[config.mk]
export PLATFORM = sky130hd
export DESIGN_NAME = mem_modport
export DESIGN_NICKNAME = d
export VERILOG_FILES = /design/src/rtl/mem_modport.sv
export SDC_FILE = /design/constraint.sdc
export NUM_CORES = 2
export LEC_CHECK = 0
export BUFFER_PORTS_ARGS = -buffer_cell sky130_fd_sc_hd__clkbuf_2
export CORE_ASPECT_RATIO = 1.2
export CORE_MARGIN = 2
export CORE_UTILIZATION = 59
export CTS_CLUSTER_DIAMETER = 50
export DETAILED_ROUTE_END_ITERATION = 10
export GPL_TIMING_DRIVEN = 0
export PLACE_DENSITY = 0.72
export SYNTH_ARGS = -nofsm -noshare
export SYNTH_HDL_FRONTEND = slang
export SYNTH_SLANG_ARGS = --single-unit
export TNS_END_PERCENT = 50
[constraint.sdc]
create_clock -name clk_i -period 69.3 [get_ports clk_i]
set_input_delay 0 -clock clk_i [delete_from_list [all_inputs] [get_ports clk_i]]
set_output_delay 0 -clock clk_i [all_outputs]
set_load 0.02 [all_outputs]
[src/rtl/mem_modport.sv]
`default_nettype none
`timescale 1ns/1ps
// ============================================================================
// Module      : mem_modport
// Description : Single-port synchronous 64x16 memory behind a valid/ready bus;
//               registered read data, ready asserted one edge after reset.
// Revision    : 1.0 - initial release
// ============================================================================
module mem_modport #(
    parameter int WIDTH      = 16,
    parameter int DEPTH      = 64,
    parameter int ADDR_WIDTH = $clog2(DEPTH)
) (
    input  logic                  clk_i,
    input  logic                  rst_i,
    input  logic                  valid_i,
    input  logic                  wr_rd_i,
    input  logic [ADDR_WIDTH-1:0] addr_i,
    input  logic [WIDTH-1:0]      wr_data_i,
    output logic                  ready_o,
    output logic [WIDTH-1:0]      rd_data_o
);

    logic [WIDTH-1:0] r_mem [DEPTH];
    logic             r_ready;
    logic [WIDTH-1:0] r_rd_data;
    logic             w_xfer;

    // A request is only taken once ready is up; earlier requests are dropped.
    assign w_xfer = valid_i & r_ready;

    always_ff @(posedge clk_i or posedge rst_i) begin
        if (rst_i) begin
            r_ready <= 1'b0;
        end else begin
            r_ready <= 1'b1;
        end
    end

    always_ff @(posedge clk_i or posedge rst_i) begin
        if (rst_i) begin
            for (int i = 0; i < DEPTH; i++) begin
                r_mem[i] <= '0;
            end
            r_rd_data <= '0;
        end else if (w_xfer) begin
            if (wr_rd_i) begin
                r_mem[addr_i] <= wr_data_i;
            end else begin
                r_rd_data <= r_mem[addr_i];
            end
        end
    end

    assign ready_o   = r_ready;
    assign rd_data_o = r_rd_data;

endmodule
`default_nettype wire

==> run summary <==
========================================================================================
Number of levels the H-tree was split into ................................            3
Switching power ...........................................................     376.5 uW
Cell area after layout ....................................................   53320 um^2
Cell count after placement ................................................         4390
Boundary pin count ........................................................           43
Switch share ..............................................................       26.71%
Bufs and invs on worst path ...............................................            6
Ratio of cells with drive above 1 in the final layout .....................       46.89%
Clock skew after layout ...................................................   0.02149 ns
Clock transition at path regs .............................................      0.06 ns
Max clock buf depth .......................................................            3
GRT overflow ..............................................................            0
CTS sink count ............................................................         1041
Count of mapped cells out of synthesis ....................................         3311
Cells along the critical path ............................................. clkbuf_2 -> buf_4 -> buf_2 -> inv_2 -> buf_2 -> buf_2 -> mux2i_1 -> o211ai_1 -> a211oi_1 -> a31oi_1
Vias per cell .............................................................        7.430
Biggest cell delay along the critical path ................................      0.82 ns
Power per unit of standard cell area ...................................... 26.44 nW/um^2
Count of input and output buffers .........................................           24
Nets ......................................................................         3493
Critical Path End Type ....................................................         flop
Post-synthesis register bit count .........................................         1041
Die outline height ........................................................     315.8 um
Number of pins exceeding their max-slew limit in the final report .........          110
Largest net degree at the start of global routing .........................          137
Mapped Nets ...............................................................         3337
Portion of the clock cycle consumed by the worst path in the final layout .       5.156%
Average wire per cell in the routed design ................................     43.81 um
Worst Path Class, Setup ................................................... input pin to flop
Full die area .............................................................   83320 um^2
Initial cell density of the core ..........................................       59.42%
Setup TNS after final layout ..............................................         0 ns
DRC violation count after routing .........................................            0
Run status ................................................................ complete, but fails checks
Worst hold slack across all endpoints ..................................... -0.007401 ns
Final Hold Vio Count ......................................................            4
Mean cell area of the mapped netlist ......................................   14.44 um^2
Synthesis warning total ...................................................            0
Number of violations reported at the end of detailed-routing iteration 0 ..         4894
Antenna viol nets, final ..................................................            0
Failing checks ............................................................ hold timing, capacitance limit, slew limit
Number of endpoints failing setup at the final stage ......................            0
VDD IR max ................................................................ 0.00002247 V
Combinational Power Share .................................................        10.2%
Dominant register cell in the synthesized netlist ......................... sky130_fd_sc_hd__dfrtp_1
Final setup slack of the worst path .......................................     65.73 ns
Slew of the pin with the lowest slew margin ...............................     1.643 ns
Number of enable flip-flop cells after synthesis ..........................            0
Total iterations of the first detailed-routing run ........................            8
Latest clock arrival within the worst-skew pair ...........................      0.73 ns
Achievable clock frequency ................................................    279.9 MHz
Max Cap Viol ..............................................................           12
Final std cells w/o fill ..................................................         4612
Placed cell areas .........................................................   49520 um^2
Overall via count from detail_route .......................................       34.27k
Final core utilization ....................................................       66.28%
Post-layout power .........................................................     1.410 mW
CP Launch Type ............................................................    input pin
Gpl congestion ............................................................        1.041
Total wirelength of the detailed-routed design ............................    202100 um
Final HPWL from detailed placement ........................................    134500 um
Most used cell, CP ........................................................ sky130_fd_sc_hd__buf_2
FFs w/ async S/R, synth ...................................................       100.0%
Number of placement rows ..................................................          114
Flop pwr share ............................................................        46.5%
Area added between synthesis and finish ...................................       11.54%
TritonCTS clock tree ......................................................         done
Netlist Area Pre-Place ....................................................   47800 um^2
Post-placement setup slack ................................................     65.26 ns
Internal power ............................................................     1.033 mW
GRT Resource Usage Total ..................................................       48.64%
Leakage power .............................................................     25.54 nW
Slowest-stage cell, CP .................................................... sky130_fd_sc_hd__mux2i_1
Netlist cell types ........................................................           66
Vias in the first global route ............................................       34.57k
Initial antenna violation count ...........................................           17
Global-route wire length before repair ....................................    275000 um
Inserted Clock Buffers ....................................................          111
Worst relative slew slack .................................................      -9.511%
Unrepaired setup endpoints after global routing ...........................        false
Total core area ...........................................................   80450 um^2
Class of the tightest hold or removal check ............................... input pin to flop
Die X .....................................................................     263.8 um
Relative contribution of the clock network to total power .................        43.3%
Post-synthesis sequential area ratio ......................................       54.50%
CP Data Required Time .....................................................     69.88 ns
Worst endpoint data arrival time ..........................................      4.15 ns
Critical path peak fanout .................................................           10
Tmin final ................................................................     3.573 ns
CTS root buffer ........................................................... sky130_fd_sc_hd__clkbuf_16
Critical path's top delay family .......................................... buffers and inverters
========================================================================================
[final cells by class]
class	count	area, um^2
fillers	5940	27130
flip-flops and latches	1041	26050
multi-input cells	1946	20020
clock buffers	153	3156
plain buffers	320	1730
well taps	1044	1306
clock inverters	48	536.8
repair buffers	43	469.2
diodes	13	32.53
inverters	4	22.52
[flip-flops by register name, indices dropped and copies added (netlist names)]
register,flops
r_mem,1024
rd_data_o,16
ready_o,1
[metal layers]
metal  GRT usage [%]  part of all wire, %
met2           69.69                   42
met3           16.99                   12
met5           1.126                 0.12
met1           58.95                   35
met4           41.85                   11
[final timing paths]
path	startpoint	endpoint	slack, ns	depth (start not counted)
max	addr_i[2]	rd_data_o[15]	65.73	10
min	wr_data_i[10]	r_mem[410]	-0.007	2
max reg2reg	ready_o	rd_data_o[2]	65.86	5
min reg2reg	r_mem[674]	r_mem[674]	0.49	1
max in group asynchronous	rst_i	r_mem[874]	66.05	8
min in group asynchronous	rst_i	r_mem[407]	0.50	4
[cell usage in the layout (no fill, tap or decap), types with 7 or more instances in the layout]
master,n
sky130_fd_sc_hd__o32a_1,11
sky130_fd_sc_hd__clkinvlp_4,7
sky130_fd_sc_hd__buf_2,80
sky130_fd_sc_hd__a21oi_1,52
sky130_fd_sc_hd__clkbuf_1,156
sky130_fd_sc_hd__nand2_1,50
sky130_fd_sc_hd__clkbuf_2,25
sky130_fd_sc_hd__o211ai_1,14
sky130_fd_sc_hd__and3_1,7
sky130_fd_sc_hd__nor2_1,47
sky130_fd_sc_hd__o21ai_0,41
sky130_fd_sc_hd__mux2_2,1107
sky130_fd_sc_hd__a31oi_1,17
sky130_fd_sc_hd__dfrtp_1,1041
sky130_fd_sc_hd__buf_16,9
sky130_fd_sc_hd__clkbuf_16,111
sky130_fd_sc_hd__o22ai_1,42
sky130_fd_sc_hd__buf_6,28
sky130_fd_sc_hd__dlygate4sd3_1,7
sky130_fd_sc_hd__mux2i_1,101
sky130_fd_sc_hd__clkinv_2,19
sky130_fd_sc_hd__a22oi_1,69
sky130_fd_sc_hd__a221o_1,13
sky130_fd_sc_hd__bufinv_16,8
sky130_fd_sc_hd__a222oi_1,9
sky130_fd_sc_hd__buf_1,22
sky130_fd_sc_hd__a211oi_1,7
sky130_fd_sc_hd__a22o_1,18
sky130_fd_sc_hd__nand2_2,13
sky130_fd_sc_hd__inv_6,7
sky130_fd_sc_hd__a221oi_1,93
sky130_fd_sc_hd__mux4_2,96
sky130_fd_sc_hd__buf_4,53
sky130_fd_sc_hd__clkbuf_8,22
sky130_fd_sc_hd__diode_2,13
sky130_fd_sc_hd__mux2_1,7
sky130_fd_sc_hd__nor2_2,51
[power groups by stage]
| stage | registers [mW] | clock network (mW) | logic, mW |
|---|---|---|---|
| finish | 0.655 | 0.611 | 0.144 |
| global route | 0.657 | 0.634 | 0.145 |
| CTS | 0.654 | 0.607 | 0.138 |
| detailed placement | 0.665 | 0 | 0.137 |
| global placement | 0.665 | 0 | 0.131 |
| floorplan | 0.662 | 0 | 0.0771 |
[repair_timing]
action                    in CTS  in global routing
hold buffers                   7                  0
gates resized for setup        0                  0
setup buffers                  0                  0
hold endpoints to repair     110                  0
[worst reg2reg max path, stage by stage, from the launching register on]
cell                       delay (ns)
sky130_fd_sc_hd__dfrtp_1         0.38
sky130_fd_sc_hd__nand2_1         0.06
sky130_fd_sc_hd__nor2_1          0.90
sky130_fd_sc_hd__clkbuf_1        0.94
sky130_fd_sc_hd__clkbuf_1        0.79
sky130_fd_sc_hd__o32a_1          0.32
[logic make-up (layout without fill, tap and decap cells)]
group                  after synthesis  count (layout)  share of synthesized area [%]
flip-flops                        1041            1041                          54.50
AND/OR/NAND/NOR                    209             209                          2.261
multiplexers                      1316            1316                          33.06
other                                1              14                       0.007845
buffers and inverters              324             568                          3.646
AO/OA/AOI/OAI                      420             420                          6.528
[Yosys cell counts, types with 23 or more instances]
cell | n | area, um^2
sky130_fd_sc_hd__mux4_2 | 96 | 2162
sky130_fd_sc_hd__mux2_2 | 1107 | 12470
sky130_fd_sc_hd__dfrtp_1 | 1041 | 26050
sky130_fd_sc_hd__buf_6 | 27 | 304.0
sky130_fd_sc_hd__buf_4 | 53 | 397.9
sky130_fd_sc_hd__a221oi_1 | 93 | 814.5
sky130_fd_sc_hd__nor2_1 | 48 | 180.2
sky130_fd_sc_hd__buf_2 | 78 | 390.4
sky130_fd_sc_hd__nand2_1 | 50 | 187.7
sky130_fd_sc_hd__a21oi_1 | 52 | 260.3
sky130_fd_sc_hd__clkbuf_1 | 137 | 514.2
sky130_fd_sc_hd__nor2_2 | 50 | 312.8
sky130_fd_sc_hd__o21ai_0 | 41 | 205.2
sky130_fd_sc_hd__o22ai_1 | 42 | 262.8
sky130_fd_sc_hd__buf_1 | 23 | 86.33
sky130_fd_sc_hd__a22oi_1 | 69 | 518.0
sky130_fd_sc_hd__mux2i_1 | 101 | 1011
Note: power is estimated with default switching activity, not from simulation.
